`src/rtl/kmc_intr_pkg.sv`:
```
// Shared KMC definitions used by the interrupt controller: state encoding,
// default vector/priority and the slot layout.
package kmc_intr_pkg;

  typedef enum logic [1:0] {
    ST_IDLE = 2'd0,
    ST_REQ  = 2'd1,
    ST_GAP  = 2'd2
  } state_t;

  typedef struct packed {
    logic valid;
    logic x4;
  } slot_t;

  localparam logic [8:0] KMC_VECT_DEFAULT    = 9'o540;
  localparam int         KMC_BRLEVEL_DEFAULT = 5;
  localparam int         KMC_VECT_X4_BIT     = 2;

  // Builds the bus vector from the base vector and the captured select bit.
  function automatic logic [8:0] makeVect(input logic [8:0] base, input logic x4);
    logic [8:0] v;
    v = base;
    v[KMC_VECT_X4_BIT] = x4;
    return v;
  endfunction

endpackage

```
`src/rtl/kmc_intr_if.sv`:
```
// MISC-side trigger inputs and KS10 bus interrupt handshake for kmc_intr.
interface kmc_intr_if;

  logic       kmcINIT;
  logic       kmcSETIRQ;
  logic       kmcVECTXXX4;
  logic       devIACK;
  logic [7:4] devINTR;
  logic [8:0] devVECT;
  logic       kmcIRQO;
  logic       kmcOVFL;

  modport master (
    output kmcINIT, kmcSETIRQ, kmcVECTXXX4, devIACK,
    input  devINTR, devVECT, kmcIRQO, kmcOVFL
  );

  modport slave (
    input  kmcINIT, kmcSETIRQ, kmcVECTXXX4, devIACK,
    output devINTR, devVECT, kmcIRQO, kmcOVFL
  );

endinterface

```
`src/rtl/kmc_intr.sv`:
```
// KMC11 interrupt request controller: turns MISC trigger pulses into a
// KS10 bus request/vector handshake with one request of buffering.
module kmc_intr
  import kmc_intr_pkg::*;
#(
  parameter logic [8:0] VECT    = KMC_VECT_DEFAULT,
  parameter int         BRLEVEL = KMC_BRLEVEL_DEFAULT
) (
  input  logic       clk,
  input  logic       rst,
  kmc_intr_if.slave  bus
);

  state_t r_state, w_stateNext;
  slot_t  r_act, w_actNext;
  slot_t  r_pend, w_pendNext;
  slot_t  w_newSlot;
  logic   r_ovfl, w_ovflNext;
  logic   r_irqo;

  assign w_newSlot = {1'b1, bus.kmcVECTXXX4};

  // State, slot and status registers; rst and kmcINIT both clear everything.
  always_ff @(posedge clk) begin
    if (rst || bus.kmcINIT) begin
      r_state <= ST_IDLE;
      r_act   <= '0;
      r_pend  <= '0;
      r_ovfl  <= 1'b0;
      r_irqo  <= 1'b0;
    end else begin
      r_state <= w_stateNext;
      r_act   <= w_actNext;
      r_pend  <= w_pendNext;
      r_ovfl  <= w_ovflNext;
      r_irqo  <= w_actNext.valid | w_pendNext.valid;
    end
  end

  // Next-state and slot bookkeeping; the entry due next is moved into the
  // active slot at acknowledge time so GAP only has to wait one cycle.
  always_comb begin
    w_stateNext = r_state;
    w_actNext   = r_act;
    w_pendNext  = r_pend;
    w_ovflNext  = r_ovfl;
    case (r_state)
      ST_IDLE: begin
        if (bus.kmcSETIRQ) begin
          w_actNext   = w_newSlot;
          w_stateNext = ST_REQ;
        end
      end
      ST_REQ: begin
        if (bus.devIACK) begin
          if (r_pend.valid) begin
            w_actNext   = r_pend;
            w_pendNext  = bus.kmcSETIRQ ? w_newSlot : slot_t'('0);
            w_stateNext = ST_GAP;
          end else if (bus.kmcSETIRQ) begin
            w_actNext   = w_newSlot;
            w_stateNext = ST_GAP;
          end else begin
            w_actNext   = '0;
            w_stateNext = ST_IDLE;
          end
        end else if (bus.kmcSETIRQ) begin
          if (!r_pend.valid) w_pendNext = w_newSlot;
          else               w_ovflNext = 1'b1;
        end
      end
      ST_GAP: begin
        w_stateNext = ST_REQ;
        if (bus.kmcSETIRQ) begin
          if (!r_pend.valid) w_pendNext = w_newSlot;
          else               w_ovflNext = 1'b1;
        end
      end
      default: begin
        w_stateNext = ST_IDLE;
        w_actNext   = '0;
        w_pendNext  = '0;
      end
    endcase
  end

  // Bus request and vector are only presented while in REQ.
  always_comb begin
    bus.devINTR = '0;
    bus.devVECT = '0;
    if (r_state == ST_REQ) begin
      bus.devINTR[BRLEVEL] = 1'b1;
      bus.devVECT          = makeVect(VECT, r_act.x4);
    end
  end

  assign bus.kmcIRQO = r_irqo;
  assign bus.kmcOVFL = r_ovfl;

endmodule

```
`src/flat_wrapper.sv`:
```
// flat-port wrapper written by rule: the top's interface ports become plain ports
module kmc_intr_flat import kmc_intr_pkg::*;
#(
  parameter logic [8:0] VECT    = KMC_VECT_DEFAULT,
  parameter int         BRLEVEL = KMC_BRLEVEL_DEFAULT
)
  (clk, rst, bus_kmcINIT, bus_kmcSETIRQ, bus_kmcVECTXXX4, bus_devIACK, bus_devINTR, bus_devVECT, bus_kmcIRQO, bus_kmcOVFL);
  kmc_intr_if bus_i ();
  input  logic clk;
  input  logic rst;
  input wire logic [$bits(bus_i.kmcINIT)-1:0] bus_kmcINIT;
  input wire logic [$bits(bus_i.kmcSETIRQ)-1:0] bus_kmcSETIRQ;
  input wire logic [$bits(bus_i.kmcVECTXXX4)-1:0] bus_kmcVECTXXX4;
  input wire logic [$bits(bus_i.devIACK)-1:0] bus_devIACK;
  output wire logic [$bits(bus_i.devINTR)-1:0] bus_devINTR;
  output wire logic [$bits(bus_i.devVECT)-1:0] bus_devVECT;
  output wire logic [$bits(bus_i.kmcIRQO)-1:0] bus_kmcIRQO;
  output wire logic [$bits(bus_i.kmcOVFL)-1:0] bus_kmcOVFL;
  assign bus_i.kmcINIT = bus_kmcINIT;
  assign bus_i.kmcSETIRQ = bus_kmcSETIRQ;
  assign bus_i.kmcVECTXXX4 = bus_kmcVECTXXX4;
  assign bus_i.devIACK = bus_devIACK;
  assign bus_devINTR = bus_i.devINTR;
  assign bus_devVECT = bus_i.devVECT;
  assign bus_kmcIRQO = bus_i.kmcIRQO;
  assign bus_kmcOVFL = bus_i.kmcOVFL;
  kmc_intr #(.VECT(VECT), .BRLEVEL(BRLEVEL)) u_core (.clk(clk), .rst(rst), .bus(bus_i));
endmodule
```
`config.mk`:
```
export PLATFORM = sky130hd
export DESIGN_NAME = kmc_intr_flat
export DESIGN_NICKNAME = d
export VERILOG_FILES = /design/src/rtl/kmc_intr_pkg.sv /design/src/rtl/kmc_intr_if.sv /design/src/rtl/kmc_intr.sv /design/src/flat_wrapper.sv
export SDC_FILE = /design/constraint.sdc
export NUM_CORES = 1
export LEC_CHECK = 0
export CAP_MARGIN = 30
export CELL_PAD_IN_SITES_DETAIL_PLACEMENT = 0
export CELL_PAD_IN_SITES_GLOBAL_PLACEMENT = 1
export CORE_MARGIN = 3
export CORE_UTILIZATION = 31
export DETAILED_ROUTE_END_ITERATION = 6
export PLACE_DENSITY_LB_ADDON = 0.1
export SETUP_SLACK_MARGIN = 0.02
export SLEW_MARGIN = 20
export SYNTH_ARGS = -nofsm -noshare
export SYNTH_HDL_FRONTEND = slang
export SYNTH_SLANG_ARGS = --single-unit
```
`constraint.sdc`:
```
create_clock -name clk -period 3 [get_ports clk]
set_input_delay 0.75 -clock clk [delete_from_list [all_inputs] [get_ports clk]]
set_output_delay 0.75 -clock clk [all_outputs]
set_load 0.02 [all_outputs]
```
==> impl_metrics.json, run 1 <==
{
  "status": "completed",
  "insertion_delay_ps": 250,
  "min_path_type": "flip-flop to flip-flop",
  "ys_types": 30,
  "grt.total_usage_pct": 11.2,
  "cts_buffer_depth": 2,
  "syn2layout_area_growth_pct": 13.7,
  "syn-instance-count": 70,
  "synthFlopType": "dfxtp_1",
  "avgSynthCellArea_sq_um": 7.72,
  "grt-ovfl-total": 0,
  "cts_setup_buffers": 0,
  "final-hold-violation-count": 0,
  "dp.final_hpwl_um": 850,
  "finalSetupTns_ps": 0,
  "rsz0062_at_grt": "no",
  "end_kind": "primary output",
  "synth-edff-count": 0,
  "yosysMostFrequentCell": "buf_4",
  "cts_tree": "yes",
  "seq_area_frac_synth_pct": 29.6,
  "initial_core_util_pct": 34.3,
  "dieArea_sq_mm": 0.00228,
  "drc": 0,
  "ctsResizeCount": 0,
  "max_cap_violations": 0,
  "antenna_found_initial": 0,
  "p_total_uw": 241,
  "dr.first_iter.drc_count": 13,
  "async_reset_ff_share_pct": 0,
  "crit_path_max_fanout": 10,
  "syn-cell-area_sq_um": 541,
  "leakage_nw": 0.247,
  "synthTopCellsByArea": "dfxtp_1 30%, buf_4 17%, a31oi_1 4.6%",
  "clk_pin_slew_ps": 50,
  "htreeDepth": 1,
  "irDropWorstVdd_mv": 0.221,
  "cts_root_buf": "clkbuf_4",
  "critPathKind": "flip-flop to primary output",
  "die_x_um": 47.8,
  "ys_top_cells_by_count": "12 x buf_4, 8 x dfxtp_1, 5 x o21ai_0",
  "io_buffers": 12,
  "cts_hold_buf": 0,
  "slew_viol_final": 0,
  "cp.required_ps": 2250,
  "wl_per_cell_um": 12.5,
  "synth_top_cell_area_share_pct": 29.6,
  "power_density_mw_per_mm2": 393,
  "grt_pass1_vias": 388,
  "cp-start-kind": "flip-flop",
  "die_y_um": 47.8,
  "clock_sinks": 8,
  "rows": 14,
  "top_layer": "met4",
  "nNetsFinal": 84,
  "fin_worst_skew_ps": 4.32,
  "drive_gt1_share_pct": 9.21,
  "vias": 462,
  "cts-buffers-inserted": 3,
  "gp_congestion": 0.780,
  "vias_per_cell": 5.02,
  "ys_seq_elements": 8,
  "route.layer.met1.wl_um": 555,
  "worst-endpoint-arrival_ps": 1720,
  "finalSetupViolCount": 0,
  "post-route-period-util_pct": 82.4,
  "coreArea_sq_mm": 0.00158,
  "diodes": 0,
  "routed_wl_um": 1150,
  "grt_first_pass_wirelength_um": 1820,
  "antenna_left": 0,
  "finalCriticalPeriod_ps": 2470,
  "wl_met2_um": 529,
  "fmax_ghz": 0.405,
  "drtPass1Iterations": 4,
  "wl_met3_um": 55,
  "num_io_pins": 21,
  "grt_max_degree": 12,
  "synth_warnings": 0,
  "yosys.area.top_type": "dfxtp_1"
}
path summary, 6_finish.rpt:
path,startpoint,end,slack (ps),cells past startpoint
setup reg to reg,u_core.r_state[0]$_SDFFE_PP0P_,u_core.r_pend[0]$_SDFFE_PP0P_,1810,5
setup / recovery,u_core.r_state[1]$_SDFFE_PP0P_,bus_devVECT[2],530,4
hold / removal,u_core.bus.kmcOVFL$_SDFFE_PP0P_,u_core.bus.kmcOVFL$_SDFFE_PP0P_,480,2
hold reg to reg,u_core.bus.kmcOVFL$_SDFFE_PP0P_,u_core.bus.kmcOVFL$_SDFFE_PP0P_,480,2
registers in the layout, indices dropped and copies added (netlist names):
register            flops
u_core.r_act            2
u_core.bus.kmcOVFL      1
u_core.r_state          2
u_core.bus.kmcIRQO      1
u_core.r_pend           2
per-stage QoR:
stage / area, sq um / utilization, % / cells / hold WS, ps / setup WS, ps
2_1_floorplan: 567 / - / 77 / 489 / 1340
3_3_place_gp: 592 / 37.5 / 89 / 452 / 819
3_5_place_dp: 592 / 37.5 / 89 / 469 / 817
4_1_cts: 614 / 39.0 / 92 / 482 / 524
5_1_grt: 614 / 39.0 / 92 / 515 / 415
6_report: 614 / 39.0 / 92 / 475 / 528
power by group:
part	switching [mW]	total (mW)	internal, mW
sequential	0.00349	0.113	0.109
combinational	0.0293	0.0477	0.0184
clock	0.0352	0.0808	0.0457
kinds of logic (layout without fill, tap and decap cells):
| logic type | count (synthesis) | after routing | share of synthesized area (%) |
|---|---|---|---|
| compound gates | 19 | 19 | 22.5 |
| flops | 8 | 8 | 29.6 |
| buf+inv | 20 | 19 | 24.5 |
| other cells | 1 | 8 | 0.694 |
| simple gates | 22 | 22 | 22.7 |
cells in the final DEF (no fill, tap or decap), drive strengths merged, types with 3 or more instances in the layout:
master	n
conb	8
o21ai	5
clkdlybuf4s50	12
dfxtp	8
nor3	4
a21oi	3
inv	4
clkbuf	3
nand2	5
a31oi	4
nor2	3
critical path, stage by stage, from the launching register on:
cell,delay (ps)
dfxtp_1,500
nand2b_4,220
inv_4,60
and2_1,150
clkdlybuf4s50_1,530
area by class of cell:
type | count | area (sq um)
fillers | 162 | 962
multi-input cells | 49 | 274
flip-flops and latches | 8 | 160
repair buffers | 12 | 120
clock buffers | 3 | 22.5
well taps | 16 | 20.0
inverters | 4 | 17.5
per-layer routing:
layer	up-vias	track usage, %
met2	10	14.5
met5	-	0
met1	214	16.8
met3	2	5.64
li1	236	-
met4	0	1.61
Note: power is estimated with default switching activity, not from simulation.
==> inputs of run 2 (changes only) <==
--- a/config.mk
+++ b/config.mk
@@ -9,7 +9,7 @@
 export CELL_PAD_IN_SITES_DETAIL_PLACEMENT = 0
 export CELL_PAD_IN_SITES_GLOBAL_PLACEMENT = 1
 export CORE_MARGIN = 3
-export CORE_UTILIZATION = 31
+export CORE_UTILIZATION = 29
 export DETAILED_ROUTE_END_ITERATION = 6
 export PLACE_DENSITY_LB_ADDON = 0.1
 export SETUP_SLACK_MARGIN = 0.02
==> constraint.sdc (replaced) <==
create_clock -name clk -period 2.5 [get_ports clk]
set_input_delay 0.625 -clock clk [delete_from_list [all_inputs] [get_ports clk]]
set_output_delay 0.625 -clock clk [all_outputs]
set_load 0.02 [all_outputs]
==> run 2 against run 1 <==
Clock skew up 5.9 ps. Total power up 22%. Sequential share of layout area shrank 0.42 points. Global-route usage decreased by 1.3 points. Wire length up 2.2%. Hold slack better by 1.6 ps. Critical endpoint unchanged.
==> impl_metrics.json, run 2 (synthesized netlist as in run 1, its figures left out) <==
{
  "power_density_mw_per_mm2": 471,
  "cp-startpoint": "u_core.r_state[0]$_SDFFE_PP0P_",
  "fillers": 179,
  "cts_setup_buffers": 0,
  "cts_root_buf": "clkbuf_4",
  "status": "completed",
  "nNetsFinal": 84,
  "diodes": 0,
  "grt_pass1_vias": 407,
  "worst_path_largest_cell_delay_ps": 600,
  "hold-worst-slack_ps": 477,
  "clock_sinks": 8,
  "dr.first_iter.drc_count": 17,
  "crit_path_top_delay_cell": "clkdlybuf4s50_1",
  "fin_worst_skew_ps": 10.3,
  "antenna_left": 0,
  "io_buffers": 12,
  "r2r-start": "u_core.r_state[0]$_SDFFE_PP0P_",
  "initial_core_util_pct": 33.2,
  "cts_buffer_depth": 2,
  "max_cap_violations": 0,
  "antenna_found_initial": 0,
  "finalSetupViolCount": 0,
  "critPathKind": "flip-flop to primary output",
  "insertion_delay_ps": 260,
  "drtPass1Iterations": 4,
  "gp_congestion": 0.777,
  "routed_wl_um": 1180,
  "worstHoldStart": "u_core.bus.kmcOVFL$_SDFFE_PP0P_",
  "dieArea_sq_mm": 0.00242,
  "cts_tree": "yes",
  "drive_gt1_share_pct": 9.21,
  "place_ws_ps": 407,
  "cp.required_ps": 1880,
  "coreArea_sq_mm": 0.00163,
  "die_y_um": 49.2,
  "cts_hold_buf": 0,
  "rsz0062_at_grt": "no",
  "grt-ovfl-total": 0,
  "leakage_nw": 0.247,
  "finalWorstSetupSlack_ps": 143,
  "path_cells": "nand2b_4, inv_4, and2_1, clkdlybuf4s50_1",
  "die_x_um": 49.2,
  "grt.total_usage_pct": 9.98,
  "layout_common_cells": "12 x clkdlybuf4s50_1, 8 x conb_1, 8 x dfxtp_1",
  "finalCriticalPeriod_ps": 2360,
  "irDropWorstVdd_mv": 0.262,
  "final-hold-violation-count": 0,
  "cts-buffers-inserted": 3,
  "final_common_cell": "clkdlybuf4s50_1",
  "cp-start-kind": "flip-flop",
  "worst-endpoint-arrival_ps": 1730,
  "num_io_pins": 21,
  "htreeDepth": 1,
  "post-route-period-util_pct": 94.3,
  "slew_viol_final": 0,
  "drc": 0,
  "grt_max_degree": 12,
  "vias": 472,
  "crit_path_max_fanout": 10,
  "reg_top3": "u_core.r_act x2, u_core.r_pend x2, u_core.r_state x2",
  "clk_pin_slew_ps": 60,
  "rows": 14,
  "wl_per_cell_um": 11.8,
  "dp.final_hpwl_um": 854,
  "grt_first_pass_wirelength_um": 1840,
  "end_kind": "primary output",
  "vias_per_cell": 4.72,
  "min_path_type": "flip-flop to flip-flop",
  "syn2layout_area_growth_pct": 15.5,
  "ctsResizeCount": 0,
  "finalSetupTns_ps": 0,
  "fmax_ghz": 0.424
}
## run 2: area by class of cell
cell class	instances	area, sq um	area share (%)
clock buffers	3	22.5	3.61
inverters	4	17.5	2.81
flip-flops and latches	8	160	25.7
well taps	24	30.0	4.81
multi-input cells	49	274	43.9
repair buffers	12	120	19.2
## run 2: critical path, delay by kind of cell, from the launching register on
kind,cells,cell delay [ps]
and+or+nand+nor,2,230
DFF,1,540
buffers and inverters,2,700
## run 2: routing by layer
metal | vias up | GRT usage, % | part of all wire [%]
li1 | 237 | - | -
met1 | 217 | 12.7 | 48
met2 | 16 | 14.3 | 44
met3 | 2 | 5.81 | 6.8
met4 | 0 | 2.37 | 0.85
met5 | - | 0 | 0
## run 2: final timing paths
check                                                       end  slack [ps]  cells past startpoint
worst max-delay path                             bus_devVECT[2]         140                      4
worst max register to register    u_core.r_pend[0]$_SDFFE_PP0P_        1300                      5
worst min register to register  u_core.bus.kmcOVFL$_SDFFE_PP0P_         480                      2
worst min-delay path            u_core.bus.kmcOVFL$_SDFFE_PP0P_         480                      2
## run 2: stage by stage
step	util (%)	area (sq um)	cells	power, mW
finish	38.3	624	100	0.294
global route	38.3	624	100	0.308
CTS	38.3	624	100	0.298
detailed placement	36.9	602	97	0.195
global placement	36.9	602	97	0.195
floorplan	-	567	77	0.188
## run 2: power breakdown
group | internal [mW] | switching (mW) | total [mW] | leakage, nW
combinational | 0.0221 | 0.0347 | 0.0567 | 0.168
sequential | 0.131 | 0.00447 | 0.135 | 0.0650
clock | 0.0552 | 0.0470 | 0.102 | 0.0138
total | 0.208 | 0.0862 | 0.294 | 0.247
